`src/rtl/bmp_write_stage_if.sv`:
```
// Frame-memory write port seen by bmp_write_stage.
//
// Handshake: the master holds mem_Write_En, mem_Address and mem_Data
// stable until the slave returns mem_Ready; a word transfers on every
// rising clk edge where mem_Write_En and mem_Ready are both 1. The
// master never withdraws a pending word except on a frame restart or reset.
//
// Signals:
//   mem_Write_En  master->slave  write request (valid)
//   mem_Address   master->slave  word address, ADDR_WIDTH bits
//   mem_Data      master->slave  {R_Even,G_Even,B_Even,R_Odd,G_Odd,B_Odd}
//   mem_Ready     slave->master  write accepted this cycle
interface bmp_write_stage_if #(
   parameter int ADDR_WIDTH = 18
);
   logic                  mem_Write_En;
   logic [ADDR_WIDTH-1:0] mem_Address;
   logic [47:0]           mem_Data;
   logic                  mem_Ready;

   modport master (
      output mem_Write_En,
      output mem_Address,
      output mem_Data,
      input  mem_Ready
   );

   modport slave (
      input  mem_Write_En,
      input  mem_Address,
      input  mem_Data,
      output mem_Ready
   );
endinterface

```
`src/rtl/bmp_write_stage.sv`:
```
// BMP write stage: buffers even/odd RGB pixel pairs in a small FIFO and
// writes them, one pair per 48-bit word, into a frame memory using BMP
// bottom-up (or optional top-down) row addressing.
//
// Ports:
//   clk               single clock, rising edge
//   reset             asynchronous, active-high
//   vertical_Pulse    frame sync; a rising edge starts/restarts a frame
//   horizontal_Pulse  1 = the data_* inputs hold one valid pair
//   data_{R,G,B}_Even / data_{R,G,B}_Odd  8-bit pixel components
//   mem               write port (master side of bmp_write_stage_if)
//   done_Flag         all IMAGE_WIDTH*IMAGE_HEIGHT/2 words written
//   overflow_Flag     sticky: a pair was dropped on a full FIFO
//   fsm_state         current FSM state (0 IDLE, 1 RUN, 2 DONE)
module bmp_write_stage #(
   parameter int IMAGE_WIDTH  = 768,
   parameter int IMAGE_HEIGHT = 512,
   parameter int FIFO_DEPTH   = 8,
   parameter int ADDR_WIDTH   = 18,
   parameter int BOTTOM_UP    = 1
) (
   input  logic                clk,
   input  logic                reset,
   input  logic                vertical_Pulse,
   input  logic                horizontal_Pulse,
   input  logic [7:0]          data_R_Even,
   input  logic [7:0]          data_G_Even,
   input  logic [7:0]          data_B_Even,
   input  logic [7:0]          data_R_Odd,
   input  logic [7:0]          data_G_Odd,
   input  logic [7:0]          data_B_Odd,
   bmp_write_stage_if.master   mem,
   output logic                done_Flag,
   output logic                overflow_Flag,
   output logic [1:0]          fsm_state
);

   localparam int TOTAL  = IMAGE_WIDTH * IMAGE_HEIGHT / 2;
   localparam int HALF_W = IMAGE_WIDTH / 2;
   localparam int CNT_W  = $clog2(TOTAL + 1);
   localparam int COL_W  = (HALF_W > 1) ? $clog2(HALF_W) : 1;
   localparam int ROW_W  = (IMAGE_HEIGHT > 1) ? $clog2(IMAGE_HEIGHT) : 1;
   localparam int PTR_W  = $clog2(FIFO_DEPTH);

   localparam logic [CNT_W-1:0] TOTAL_C   = CNT_W'(TOTAL);
   localparam logic [CNT_W-1:0] TOTAL_M1  = CNT_W'(TOTAL - 1);
   localparam logic [COL_W-1:0] COL_LAST  = COL_W'(HALF_W - 1);
   localparam logic [PTR_W:0]   DEPTH_C   = (PTR_W + 1)'(FIFO_DEPTH);
   localparam logic [31:0]      H_M1_C    = 32'(IMAGE_HEIGHT - 1);
   localparam logic [31:0]      HALF_W_C  = 32'(HALF_W);

   typedef enum logic [1:0] {
      IDLE = 2'd0,
      RUN  = 2'd1,
      DONE = 2'd2
   } state_t;

   state_t state, state_nxt;

   logic             vp_q;
   logic             fs;
   logic [47:0]      fifo_mem [FIFO_DEPTH];
   logic [PTR_W-1:0] wr_ptr, rd_ptr;
   logic [PTR_W:0]   count;
   logic             full, empty;
   logic             capture, push, pop, drop_full, accept, last_accept;
   logic [CNT_W-1:0] push_cnt, acc_cnt;
   logic [COL_W-1:0] col;
   logic [ROW_W-1:0] row;
   logic [31:0]      row_eff;
   logic [47:0]      pair_in;

   assign pair_in = {data_R_Even, data_G_Even, data_B_Even,
                     data_R_Odd,  data_G_Odd,  data_B_Odd};

   assign fs    = vertical_Pulse & ~vp_q;
   assign full  = (count == DEPTH_C);
   assign empty = (count == '0);

   // Pairs beyond one frame's worth are discarded silently; only a full
   // FIFO within the frame counts as data loss. A pop in the same cycle
   // does not rescue a pair arriving at a full FIFO.
   assign capture   = (state == RUN) && !fs && horizontal_Pulse && (push_cnt != TOTAL_C);
   assign push      = capture && !full;
   assign drop_full = capture && full;

   assign accept      = mem.mem_Write_En && mem.mem_Ready;
   assign last_accept = accept && (acc_cnt == TOTAL_M1);

   // The output register refills whenever it is free or being emptied this
   // edge, which gives one word per cycle under a continuously ready memory.
   assign pop = !fs && !empty && (!mem.mem_Write_En || mem.mem_Ready);

   assign row_eff = (BOTTOM_UP != 0) ? (H_M1_C - 32'(row)) : 32'(row);

   assign fsm_state = state;

   // Frame-sync edge detector
   always_ff @(posedge clk or posedge reset) begin
      if (reset) vp_q <= 1'b0;
      else       vp_q <= vertical_Pulse;
   end

   // FSM state register
   always_ff @(posedge clk or posedge reset) begin
      if (reset) state <= IDLE;
      else       state <= state_nxt;
   end

   // FSM next state and decoded outputs
   always_comb begin
      state_nxt = state;
      done_Flag = 1'b0;
      case (state)
         IDLE: begin
            if (fs) state_nxt = RUN;
         end
         RUN: begin
            if (fs)               state_nxt = RUN;
            else if (last_accept) state_nxt = DONE;
         end
         DONE: begin
            done_Flag = 1'b1;
            if (fs) state_nxt = RUN;
         end
         default: state_nxt = IDLE;
      endcase
   end

   // FIFO storage; contents need no reset since occupancy gates every read
   always_ff @(posedge clk) begin
      if (push) fifo_mem[wr_ptr] <= pair_in;
   end

   // FIFO pointers, frame counters, output register and overflow flag
   always_ff @(posedge clk or posedge reset) begin
      if (reset) begin
         wr_ptr           <= '0;
         rd_ptr           <= '0;
         count            <= '0;
         push_cnt         <= '0;
         acc_cnt          <= '0;
         col              <= '0;
         row              <= '0;
         overflow_Flag    <= 1'b0;
         mem.mem_Write_En <= 1'b0;
         mem.mem_Address  <= '0;
         mem.mem_Data     <= '0;
      end else if (fs) begin
         // Restart: flush everything and abandon any pending word
         wr_ptr           <= '0;
         rd_ptr           <= '0;
         count            <= '0;
         push_cnt         <= '0;
         acc_cnt          <= '0;
         col              <= '0;
         row              <= '0;
         overflow_Flag    <= 1'b0;
         mem.mem_Write_En <= 1'b0;
      end else begin
         if (push) begin
            wr_ptr   <= wr_ptr + 1'b1;
            push_cnt <= push_cnt + 1'b1;
         end
         if (pop) rd_ptr <= rd_ptr + 1'b1;

         case ({push, pop})
            2'b10:   count <= count + 1'b1;
            2'b01:   count <= count - 1'b1;
            default: count <= count;
         endcase

         if (drop_full) overflow_Flag <= 1'b1;
         if (accept)    acc_cnt <= acc_cnt + 1'b1;

         if (pop) begin
            mem.mem_Write_En <= 1'b1;
            mem.mem_Address  <= ADDR_WIDTH'(row_eff * HALF_W_C + 32'(col));
            mem.mem_Data     <= fifo_mem[rd_ptr];
            if (col == COL_LAST) begin
               col <= '0;
               row <= row + 1'b1;
            end else begin
               col <= col + 1'b1;
            end
         end else if (accept) begin
            mem.mem_Write_En <= 1'b0;
         end
      end
   end

endmodule

```
`src/flat_wrapper.sv`:
```
// flat-port wrapper written by rule: the top's interface ports become plain ports
module bmp_write_stage_flat 
#(
   parameter int IMAGE_WIDTH  = 768,
   parameter int IMAGE_HEIGHT = 512,
   parameter int FIFO_DEPTH   = 8,
   parameter int ADDR_WIDTH   = 18,
   parameter int BOTTOM_UP    = 1
)
  (clk, reset, vertical_Pulse, horizontal_Pulse, data_R_Even, data_G_Even, data_B_Even, data_R_Odd, data_G_Odd, data_B_Odd, done_Flag, overflow_Flag, fsm_state, mem_mem_Write_En, mem_mem_Address, mem_mem_Data, mem_mem_Ready);
  bmp_write_stage_if #(.ADDR_WIDTH(ADDR_WIDTH)) mem_i ();
  input  logic clk;
  input  logic reset;
  input  logic vertical_Pulse;
  input  logic horizontal_Pulse;
  input  logic [7:0] data_R_Even;
  input  logic [7:0] data_G_Even;
  input  logic [7:0] data_B_Even;
  input  logic [7:0] data_R_Odd;
  input  logic [7:0] data_G_Odd;
  input  logic [7:0] data_B_Odd;
  output logic done_Flag;
  output logic overflow_Flag;
  output logic [1:0] fsm_state;
  output wire logic [$bits(mem_i.mem_Write_En)-1:0] mem_mem_Write_En;
  output wire logic [$bits(mem_i.mem_Address)-1:0] mem_mem_Address;
  output wire logic [$bits(mem_i.mem_Data)-1:0] mem_mem_Data;
  input wire logic [$bits(mem_i.mem_Ready)-1:0] mem_mem_Ready;
  assign mem_mem_Write_En = mem_i.mem_Write_En;
  assign mem_mem_Address = mem_i.mem_Address;
  assign mem_mem_Data = mem_i.mem_Data;
  assign mem_i.mem_Ready = mem_mem_Ready;
  bmp_write_stage #(.IMAGE_WIDTH(IMAGE_WIDTH), .IMAGE_HEIGHT(IMAGE_HEIGHT), .FIFO_DEPTH(FIFO_DEPTH), .ADDR_WIDTH(ADDR_WIDTH), .BOTTOM_UP(BOTTOM_UP)) u_core (.clk(clk), .reset(reset), .vertical_Pulse(vertical_Pulse), .horizontal_Pulse(horizontal_Pulse), .data_R_Even(data_R_Even), .data_G_Even(data_G_Even), .data_B_Even(data_B_Even), .data_R_Odd(data_R_Odd), .data_G_Odd(data_G_Odd), .data_B_Odd(data_B_Odd), .mem(mem_i), .done_Flag(done_Flag), .overflow_Flag(overflow_Flag), .fsm_state(fsm_state));
endmodule
```
`config.mk`:
```
export PLATFORM = sky130hd
export DESIGN_NAME = bmp_write_stage_flat
export DESIGN_NICKNAME = d
export VERILOG_FILES = /design/src/rtl/bmp_write_stage_if.sv /design/src/rtl/bmp_write_stage.sv /design/src/flat_wrapper.sv
export SDC_FILE = /design/constraint.sdc
export NUM_CORES = 1
export LEC_CHECK = 0
export ABC_AREA = 1
export BUFFER_PORTS_ARGS = -buffer_cell sky130_fd_sc_hd__buf_4
export CAP_MARGIN = 20
export CORE_UTILIZATION = 61
export CTS_CLUSTER_DIAMETER = 200
export CTS_CLUSTER_SIZE = 30
export DETAILED_ROUTE_END_ITERATION = 8
export HOLD_SLACK_MARGIN = 0.03
export PLACE_DENSITY = 0.8
export SYNTH_ARGS = -nofsm -noshare
export SYNTH_HDL_FRONTEND = slang
export SYNTH_SLANG_ARGS = --single-unit
```
`constraint.sdc`:
```
create_clock -name clk -period 6.9 [get_ports clk]
set_input_delay 2.07 -clock clk [delete_from_list [all_inputs] [get_ports clk]]
set_output_delay 2.07 -clock clk [all_outputs]
set_load 0.02 [all_outputs]
```
==> parameters.txt <==
Parameter                              Value

Clock tree
  Max Root-Sink Buffers ... 3
  Root buffer cell ... sky130_fd_sc_hd__clkbuf_16
  Clock tree from TritonCTS ... yes
  Level count of the clock H-tree ... 1
  Number of buffers inserted to repair setup after CTS ... 0
  Number of resized instances in the post-cts repair step ... 0
  CTS clock-pin slew for the worst setup and hold paths ... 0.11 ns
  Clk Latency, worst-skew pair ... 0.55 ns
  Cts-stage hold buffer count ... 0
  Count of clock tree sinks ... 519
  Clock buffers created by TritonCTS ... 21

Timing
  Aggregate negative setup slack ... 0 ns
  Final-report hold violation count ... 0
  Pin slew with the least headroom to its limit ... 1.08 ns
  Clock period minus final worst setup slack ... 4.94 ns
  Slew margin rel. ... 27.8%
  Slew Limit Fails ... 0
  Fmax ... 202 MHz
  Setup violations, final ... 0
  Worst Hold Margin ... 0.494 ns
  Post-Route Skew ... 0.0347 ns
  Unrepaired setup endpoints after global routing ... false
  Post-layout worst setup margin ... 1.96 ns
  Fin crit share ... 71.6%

Floorplan
  Die W ... 191 um
  Core Rows ... 68
  Core ar. ... 0.0348 sq mm
  Ports ... 124
  Starting density of the core ... 62.4%
  Overall die area ... 0.0364 sq mm
  Vertical die dimension ... 191 um

Cells and area
  Fraction of final layout cells with drive strength greater than 1 ... 11.3%
  Antenna Diode Count ... 0
  Post-layout util ... 67.9%
  Leading cell type in the layout, fill and taps excluded ... sky130_fd_sc_hd__edfxtp_1
  Post-layout nets ... 1998
  Commonest cells after routing, fill and taps aside ... sky130_fd_sc_hd__edfxtp_1 (384), sky130_fd_sc_hd__nand2_1 (272), sky130_fd_sc_hd__nor2_1 (242)
  Area delta synth->final ... 8.79%
  Final design instance area without fill ... 0.0236 sq mm
  Final cell count without fillers ... 2383

Route
  DR DRC count ... 0
  Drt first pass iters ... 5
  Routed len/inst ... 19.9 um
  Remaining antenna violation count ... 0
  Number of vias per cell ... 6.10
  Number of vias in the routed layout ... 14.5k
  Initial drt markers ... 1390
  Wirelength, routed ... 47500 um

Placed design
  Cell area after placement ... 0.0230 sq mm
  Number of placed cells counting well taps ... 2346
  HPWL after DPL ... 27800 um
  Post-place setup slack ... 1.39 ns
  Number of buffer cells added on primary ports ... 123
  Final GP Congestion ... 0.901

Synthesis
  Synthesized netlist net count ... 1933
  Biggest area consumer among synthesized cells ... sky130_fd_sc_hd__edfxtp_1
  Fraction of the yosys area taken by sequential cells ... 68.7%
  Post-synthesis cell count ... 1849
  Avg Inst Size Synth ... 11.7 sq um
  Area fraction of the dominant cell type after synthesis ... 53.1%
  Count of yosys warnings during synthesis ... 0
  Post-synthesis async set-or-reset flop share ... 26.0%
  Top cells by area in the synthesized netlist ... sky130_fd_sc_hd__edfxtp_1 (53%), sky130_fd_sc_hd__dfrtp_1 (16%), sky130_fd_sc_hd__o21ai_0 (4.9%)
  Prevailing post-synth register cell ... sky130_fd_sc_hd__edfxtp_1
  Flops & latches, synth ... 519
  Number of synthesized flops with an enable pin ... 384
  Count of cell types in the netlist ... 48
  Post-synthesis instance area ... 0.0217 sq mm

Worst setup path
  Critical Path Slowest Stage Cell ... sky130_fd_sc_hd__buf_4
  Cell type with the highest occurrence count on the critical path ... sky130_fd_sc_hd__buf_4
  Largest incremental delay on the critical path ... 0.54 ns
  Sum of buffers and inverters on the critical path ... 6
  Endpoint kind of the worst setup timing path ... flop
  Required arrival time at the worst endpoint ... 7.07 ns
  Setup CP Type ... input pin to flop
  Worst-path cell chain ... buf_4 -> inv_1 -> nor2_2 -> buf_4 -> inv_4 -> nand2_1 -> nor2_1 -> nand3_4 -> inv_2 -> nand2_1 -> nor2_4 -> buf_4
  Biggest fanout along the worst timing path ... 44
  Worst Setup Start Kind ... input pin
  Data arrival, critical path ... 5.11 ns
  Dominant delay contributor by cell family on the critical path ... buffers and inverters

Global routing
  GRT Resource Usage Total ... 26.2%
  Vias in the first global route ... 14.3k
  Overflow left after global routing ... 0
  Number of antenna violations at the first check in global routing ... 0
  Largest net degree at the start of global routing ... 108
  Global-route wire length before repair ... 74400 um

Power and ir drop
  Switching power ... 3.34 mW
  Relative contribution of combinational cells to total power ... 36.4%
  Areal power density over the cells ... 368 mW/mm^2
  Max VDD drop ... 0.276 mV
  Leak pwr ... 8.81 nW
  Pint ... 5.35 mW
  Fraction of power spent switching nets ... 38.4%
  Final Power ... 8.69 mW
  Share of power burned in the clock network ... 17.3%
  Sequential share of power ... 46.3%

Min path
  Hold/Removal Path Class ... flop to flop

Flow run
  Max_cap viols ... 0

Status
  Status ... finished, final reports clean
-- sequential cells by signal (all words and copies together) (netlist names) --
| name | flops |
|---|---|
| u_core.mem.mem_Address | 18 |
| u_core.wr_ptr | 3 |
| u_core.acc_cnt | 18 |
| u_core.mem.mem_Write_En | 1 |
| u_core.fsm_state | 2 |
| u_core.mem.mem_Data | 48 |
| u_core.count | 4 |
| u_core.push_cnt | 18 |
| u_core.vp_q | 1 |
| u_core.col | 9 |
| u_core.row | 9 |
| u_core.rd_ptr | 3 |
| u_core.overflow_Flag | 1 |
| u_core.fifo_mem | 384 |
-- worst register-to-register path: stages (launching register included) --
cell and delay (ns):
sky130_fd_sc_hd__dfrtp_1 0.37, sky130_fd_sc_hd__nor2_2 0.04, sky130_fd_sc_hd__buf_4 0.25, sky130_fd_sc_hd__inv_4 0.40, sky130_fd_sc_hd__nand2_1 0.10, sky130_fd_sc_hd__nor2_1 0.25
sky130_fd_sc_hd__nand3_4 0.29, sky130_fd_sc_hd__inv_2 0.23, sky130_fd_sc_hd__nand2_1 0.26, sky130_fd_sc_hd__nor2_4 0.49, sky130_fd_sc_hd__buf_4 0.54
-- final timing paths --
path | slack, ns | to | depth (start not counted) | from
min reg2reg | 0.49 | u_core.mem.mem_Data[10] | 2 | u_core.mem.mem_Data[10]
max in group asynchronous | 4.03 | u_core.mem.mem_Address[5] | 3 | reset
max | 1.96 | u_core.fifo_mem[3][12] | 12 | vertical_Pulse
max reg2reg | 3.28 | u_core.fifo_mem[3][12] | 10 | u_core.vp_q
min | 0.49 | u_core.mem.mem_Data[10] | 2 | u_core.mem.mem_Data[10]
min in group asynchronous | 1.64 | u_core.mem.mem_Data[7] | 2 | reset
-- cell type report --
cell class	instances	area (sq um)
multi-input combinational	1135	6040
timing repair buffer	143	1120
sequential	519	14900
clock inverter	1	30.0
fill	2440	11200
inverter	94	365
tap	455	569
clock buffer	36	582
-- power groups by stage --
stage                     Combinational, mW  Sequential, mW  Clock [mW]
after floorplan                        1.99            4.20           0
after global placement                 3.02            4.07           0
after detailed placement               3.15            4.08           0
after CTS                              3.17            4.02        1.51
after global routing                   3.50            4.06        1.62
final                                  3.17            4.02        1.50
-- kinds of logic after synthesis --
kind of cell	after synthesis	share of synthesized area (%)
and+or+nand+nor	691	13.6
DFF	519	68.7
AOI/OAI and AO/OA	381	10.8
buffers and inverters	195	3.81
xor gates and xnor gates	32	1.29
adders and majority gates	31	1.86
-- cell usage after synthesis (all sizes together) (3+ instances only) --
master	instances
a21oi	19
buf	44
clkbuf	57
dfrtp	135
edfxtp	384
ha	29
inv	94
nand2	276
nand3	106
nand3b	3
nand4	13
nor2	256
nor3	25
nor4	7
o211ai	14
o21a	3
o21ai	232
o221ai	82
o22ai	17
o31ai	8
xnor2	7
xor2	25
-- layer usage --
metal	vias to the layer above	routed length [um]	global-route usage (%)
li1	6710	-	-
met1	7176	19200	35.3
met2	597	24300	46.2
met3	65	3290	2.56
met4	0	734	6.06
met5	-	0	0
No activity file was read; power rests on OpenSTA's default activity.
